File: config.mk
export PLATFORM = sky130hd
export DESIGN_NAME = uart_rx
export DESIGN_NICKNAME = d
export VERILOG_FILES = /design/src/rtl/uart_rx.sv
export SDC_FILE = /design/constraint.sdc
export NUM_CORES = 1
export LEC_CHECK = 0
export CAP_MARGIN = 5
export CORE_ASPECT_RATIO = 1.5
export CORE_MARGIN = 10
export CORE_UTILIZATION = 64
export CTS_BUF_LIST = sky130_fd_sc_hd__clkbuf_8
export CTS_CLUSTER_DIAMETER = 80
export DETAILED_ROUTE_END_ITERATION = 8
export PLACE_DENSITY = 0.87
export RECOVER_POWER = 50
export SLEW_MARGIN = 40
export SYNTH_ARGS = -nofsm -noshare
export SYNTH_HDL_FRONTEND = slang
export SYNTH_SLANG_ARGS = --single-unit
File: constraint.sdc
create_clock -name clk -period 3.4 [get_ports clk]
set_input_delay 0.68 -clock clk [delete_from_list [all_inputs] [get_ports clk]]
set_output_delay 0.68 -clock clk [all_outputs]
set_load 0.02 [all_outputs]
File: src/rtl/uart_rx.sv
// -----------------------------------------------------------------------------
// uart_rx
//   Serial receive stage. The asynchronous rx pin goes through a two-flop
//   synchroniser, and a falling edge on the synchronised line starts a frame:
//   start bit, 8 data bits LSB first, an optional odd parity bit, then a stop
//   bit. Each good byte is offered on a valid/ready holding register. Bad
//   frames are dropped and raise a one-cycle error pulse.
//
// Parameters
//   CLK_FREQ  system clock frequency in Hz
//   BR        baud rate; one bit time is CLK_FREQ/BR clocks
//   CHEAK     1: a parity bit follows the data (odd parity); 0: no parity bit
//
// Ports
//   clk         in   system clock; all logic runs on the rising edge
//   rst         in   asynchronous active-high reset
//   rx          in   serial input, asynchronous to clk, idles high
//   rx_data     out  received byte, stable while rx_vld is high
//   rx_vld      out  rx_data holds a byte that has not been consumed
//   rx_rdy      in   consumer takes rx_data when rx_vld && rx_rdy
//   parity_err  out  one-cycle pulse: parity mismatch, byte dropped
//   frame_err   out  one-cycle pulse: stop bit sampled low, byte dropped
//   overrun     out  one-cycle pulse: good byte arrived while the holding
//                    register was still full, new byte dropped
// -----------------------------------------------------------------------------
module uart_rx #(
  parameter int CLK_FREQ = 50000000,
  parameter int BR       = 115200,
  parameter bit CHEAK    = 1'b1
) (
  input  logic       clk,
  input  logic       rst,
  input  logic       rx,
  output logic [7:0] rx_data,
  output logic       rx_vld,
  input  logic       rx_rdy,
  output logic       parity_err,
  output logic       frame_err,
  output logic       overrun
);

  localparam int BAUD_DIV = CLK_FREQ / BR;
  localparam int CW       = $clog2(BAUD_DIV) + 1;

  localparam logic [CW-1:0] CNT_LAST = CW'(BAUD_DIV - 1);
  localparam logic [CW-1:0] CNT_HALF = CW'(BAUD_DIV / 2);
  localparam logic [CW-1:0] CNT_ONE  = CW'(1);

  typedef enum logic [2:0] {
    S_IDLE   = 3'd0,
    S_START  = 3'd1,
    S_DATA   = 3'd2,
    S_PARITY = 3'd3,
    S_STOP   = 3'd4
  } state_t;

  // Expected value of the parity bit for odd parity over the data byte.
  function automatic logic odd_parity_bit(input logic [7:0] d);
    return ~^d;
  endfunction

  logic          rx_s1_q,      rx_s2_q,      rx_prev_q;
  state_t        state_q,      state_d;
  logic [CW-1:0] cnt_q,        cnt_d;
  logic [2:0]    bit_idx_q,    bit_idx_d;
  logic [7:0]    shift_q,      shift_d;
  logic          par_bad_q,    par_bad_d;
  logic [7:0]    rx_data_q,    rx_data_d;
  logic          rx_vld_q,     rx_vld_d;
  logic          parity_err_q, parity_err_d;
  logic          frame_err_q,  frame_err_d;
  logic          overrun_q,    overrun_d;
  logic          fall_s;

  // Start condition: synchronised line was high last cycle and is low now.
  assign fall_s = rx_prev_q & ~rx_s2_q;

  // Next-state, bit sampling and commit decision for the receive FSM.
  always_comb begin
    state_d      = state_q;
    cnt_d        = cnt_q;
    bit_idx_d    = bit_idx_q;
    shift_d      = shift_q;
    par_bad_d    = par_bad_q;
    rx_data_d    = rx_data_q;
    parity_err_d = 1'b0;
    frame_err_d  = 1'b0;
    overrun_d    = 1'b0;

    // A handshake empties the holding register unless a new byte replaces it below.
    if (rx_vld_q && rx_rdy) begin
      rx_vld_d = 1'b0;
    end else begin
      rx_vld_d = rx_vld_q;
    end

    case (state_q)
      S_IDLE: begin
        cnt_d = '0;
        if (fall_s) begin
          state_d = S_START;
        end else begin
          state_d = S_IDLE;
        end
      end

      // Re-check the line at mid start bit so short glitches are rejected silently.
      S_START: begin
        if (cnt_q == CNT_HALF) begin
          cnt_d = '0;
          if (!rx_s2_q) begin
            state_d   = S_DATA;
            bit_idx_d = 3'd0;
            par_bad_d = 1'b0;
          end else begin
            state_d = S_IDLE;
          end
        end else begin
          cnt_d = cnt_q + CNT_ONE;
        end
      end

      // From mid start bit, every full bit time lands in the middle of the next bit.
      S_DATA: begin
        if (cnt_q == CNT_LAST) begin
          cnt_d   = '0;
          shift_d = {rx_s2_q, shift_q[7:1]};
          if (bit_idx_q == 3'd7) begin
            if (CHEAK) begin
              state_d = S_PARITY;
            end else begin
              state_d = S_STOP;
            end
          end else begin
            bit_idx_d = bit_idx_q + 3'd1;
          end
        end else begin
          cnt_d = cnt_q + CNT_ONE;
        end
      end

      S_PARITY: begin
        if (cnt_q == CNT_LAST) begin
          cnt_d     = '0;
          par_bad_d = (rx_s2_q != odd_parity_bit(shift_q));
          state_d   = S_STOP;
        end else begin
          cnt_d = cnt_q + CNT_ONE;
        end
      end

      // Stop sample is also the commit point; a framing error masks a parity error.
      S_STOP: begin
        if (cnt_q == CNT_LAST) begin
          cnt_d   = '0;
          state_d = S_IDLE;
          if (!rx_s2_q) begin
            frame_err_d = 1'b1;
          end else if (par_bad_q) begin
            parity_err_d = 1'b1;
          end else if (!rx_vld_q || rx_rdy) begin
            rx_data_d = shift_q;
            rx_vld_d  = 1'b1;
          end else begin
            overrun_d = 1'b1;
          end
        end else begin
          cnt_d = cnt_q + CNT_ONE;
        end
      end

      default: begin
        state_d = S_IDLE;
        cnt_d   = '0;
      end
    endcase
  end

  // State, synchroniser and output registers.
  always_ff @(posedge clk or posedge rst) begin
    if (rst) begin
      rx_s1_q      <= 1'b1;
      rx_s2_q      <= 1'b1;
      rx_prev_q    <= 1'b1;
      state_q      <= S_IDLE;
      cnt_q        <= '0;
      bit_idx_q    <= 3'd0;
      shift_q      <= 8'h00;
      par_bad_q    <= 1'b0;
      rx_data_q    <= 8'h00;
      rx_vld_q     <= 1'b0;
      parity_err_q <= 1'b0;
      frame_err_q  <= 1'b0;
      overrun_q    <= 1'b0;
    end else begin
      rx_s1_q      <= rx;
      rx_s2_q      <= rx_s1_q;
      rx_prev_q    <= rx_s2_q;
      state_q      <= state_d;
      cnt_q        <= cnt_d;
      bit_idx_q    <= bit_idx_d;
      shift_q      <= shift_d;
      par_bad_q    <= par_bad_d;
      rx_data_q    <= rx_data_d;
      rx_vld_q     <= rx_vld_d;
      parity_err_q <= parity_err_d;
      frame_err_q  <= frame_err_d;
      overrun_q    <= overrun_d;
    end
  end

  assign rx_data    = rx_data_q;
  assign rx_vld     = rx_vld_q;
  assign parity_err = parity_err_q;
  assign frame_err  = frame_err_q;
  assign overrun    = overrun_q;

endmodule

==> flow_summary.toml <==
[routing]
highest_layer = "met4"
vias = 1270
met1_length_um = 1530
wl_per_cell_um = 17.9
drcViolationCount = 0
dr.pass1.iters = 4
met3_length_um = 135
ant_nets = 0
drt-initial-drc-count = 34
wl_met2_um = 2010
via_per_inst = 5.99
drt-total-wl_um = 3800

[place]
io_buffers = 15
gp_congestion = 0.913
dp_cells = 204
post-dp-hpwl_um = 2530

[logic_synthesis]
syn-num-nets = 160
ys_types = 44
synthCells = 152
synth_seq_cells = 40
avgSynthCellArea_sq_um = 12.3
ys.warnings.count = 0
synth_top_area_cell = "dfrtp_1"
synth_top_area_share = 0.494
synthTopCellsByArea = "dfrtp_1 49%, mux2_2 10%, dfstp_2 4.2%, xnor2_1 3.3%, xor2_1 3.3%"
syn_area_sq_um = 1870
yosysSeqAreaShare = 0.536

[timing]
min_period_ns = 2.23
timing.hold.ws_ns = 0.371
fmax_mhz = 449
fin_setup_tns_ns = 0
finalSetupViolations = 0
relSlewSlack = 0.477
rsz0062_at_grt = "false"
skew_ns = 0.00705
hold_viol = 0
finalMaxSlewViolations = 0
worst_pin_slew_ns = 0.783
fin_crit_sh = 0.655

[cts]
cts_buffers = 5
cts_root_buf = "clkbuf_8"
cts_tree = "built"
clockBufferDepth = 2
cts.sinks = 40
postCtsHoldBufs = 0
insertion_delay_ns = 0.30
h-tree-depth = 2
post_cts_resize_count = 0
clk_pin_slew_ns = 0.08
post_cts_buffers = 0

[power_and_ir_drop]
p_int_mw = 0.730
p_comb_frac = 0.146
power_per_cell_area_nw_per_um2 = 479
p_seq_frac = 0.564
clock_power_share = 0.290
p_switching_mw = 0.300
max-vdd-ir-drop_uv = 390
p_leak_nw = 0.991
power_mw = 1.03
p_sw_frac = 0.291

[die]
ios = 16
fp.coreArea_sq_um = 2850
die_h_um = 86.3
rows = 24
die-area_sq_um = 5540
die_width_um = 64.2
initial_utilization = 0.657

[worst_setup_path]
critPathArrivalTime_ns = 2.36
startpoint = "cnt_q[1]"
required_ns = 3.53
path_max_fanout = 10
rr_startpoint = "cnt_q[1]"
ff2ff_path_depth = 6
r2r_end = "cnt_q[9]"
critPathKind = "reg -> reg"
worst_setup_path_start_kind = "flop"
ff2ff_setup_slack_ns = 1.17
endpoint = "cnt_q[9]"
critPathCaptureType = "flop"

[grt]
antenna_found_initial = 0
grt_pass1_vias = 1266
overflow = 0
grt_max_degree = 41
grt_pass1_wl_um = 6280
grt.total_usage = 0.146

[cells_and_area]
final_common_cell = "dfrtp_1"
area_delta_synth_final_pct = 14.6
drive_gt1_frac = 0.208
insertedDiodeCount = 0
fillerInstances = 180
layout_common_cells = "37 x dfrtp_1, 17 x mux2_2, 13 x clkdlybuf4s50_1"
layout.nets = 180
fin_cells = 212

[flow_run]
cap_violations = 0

[worst_hold_path]
hp-class = "reg -> reg"
holdPathStages = 0

[status]
status = "finished clean"
[cells in the mapped netlist]
library cell,n
nor3_2,1
nand4_1,3
a21boi_1,1
a311oi_1,1
nand2b_1,2
a21oi_1,2
and3_1,2
a22o_1,2
buf_2,1
nor3b_1,2
or3b_4,1
clkbuf_1,1
or3_1,1
and4b_1,2
dfrtp_1,37
nand3_1,5
xnor3_1,1
a31oi_1,1
nor2b_1,2
ha_1,4
mux2_2,17
a211oi_1,1
dfstp_2,3
and4_2,1
o221ai_1,1
nand4_4,1
xor2_1,7
o2bb2ai_1,1
or2b_1,1
o31ai_2,1
inv_1,4
or2_2,1
nor4_1,1
nor2_1,5
o21ai_0,1
mux2i_1,2
or3b_2,2
clkbuf_2,1
nor2_2,1
xnor2_1,7
o41ai_1,1
nor3_1,10
or4_4,1
nand2_1,9
[power by group through the flow]
stage | sequential (mW) | combinational, mW | clock, mW
4_1_cts | 0.578 | 0.151 | 0.304
3_5_place_dp | 0.588 | 0.149 | 0
3_3_place_gp | 0.581 | 0.140 | 0
6_report | 0.580 | 0.150 | 0.299
5_1_grt | 0.586 | 0.170 | 0.319
2_1_floorplan | 0.570 | 0.121 | 0
[logic make-up after synthesis]
group / after synthesis / synth area share
compound gates: 13 / 0.0541
xor+xnor: 15 / 0.0774
fa+ha+maj: 4 / 0.0267
buf+inv: 7 / 0.0153
flops: 40 / 0.536
mux: 19 / 0.113
simple gates: 54 / 0.178
[worst max-delay path: stages (launching register included)]
cell,delay [ns]
dfrtp_1,0.43
inv_1,0.08
ha_1,0.15
nor3b_1,0.28
nand3_1,0.26
a21boi_1,0.70
nor3_1,0.17
[flip-flops by register name, summed over array words and instances (netlist names)]
signal and count:
parity_err 1, state_q 3, rx_s2_q 1, shift_q 8, rx_prev_q 1, rx_vld 1
rx_s1_q 1, bit_idx_q 3, overrun 1, cnt_q 10, rx_data 8, par_bad_q 1
frame_err 1
[worst min path at each step]
stage | from | endpoint | slack (ns)
2_1_floorplan | rx_s1_q | rx_s2_q | 0.35
3_3_place_gp | rx_s1_q | rx_s2_q | 0.35
3_5_place_dp | rx_s1_q | rx_s2_q | 0.35
4_1_cts | rx_s1_q | rx_s2_q | 0.37
5_1_grt | rx_s1_q | rx_s2_q | 0.37
6_report | rx_s1_q | rx_s2_q | 0.37
[area by class of cell]
class | count | area [sq um] | share of cell area
clock inverters | 3 | 12.5 | 0.00582
repair buffers | 16 | 158 | 0.0734
inverters | 4 | 15.0 | 0.00699
multi-input cells | 105 | 841 | 0.391
well taps | 39 | 48.8 | 0.0227
clock buffers | 5 | 68.8 | 0.0320
flip-flops and latches | 40 | 1000 | 0.468
[per-layer routing]
layer,vias up,GRT usage
met5,-,0
met4,0,0.0801
met3,11,0.0413
met2,34,0.244
met1,636,0.162
li1,589,-
[through the flow]
step	area, sq um	util	worst slack [ns]
finish	2150	0.753	1.17
global route	2150	0.753	0.994
CTS	2150	0.753	1.21
detailed placement	2070	0.725	1.25
global placement	2070	0.725	1.39
floorplan	1870	-	1.53
No activity file was read; power rests on OpenSTA's default activity.
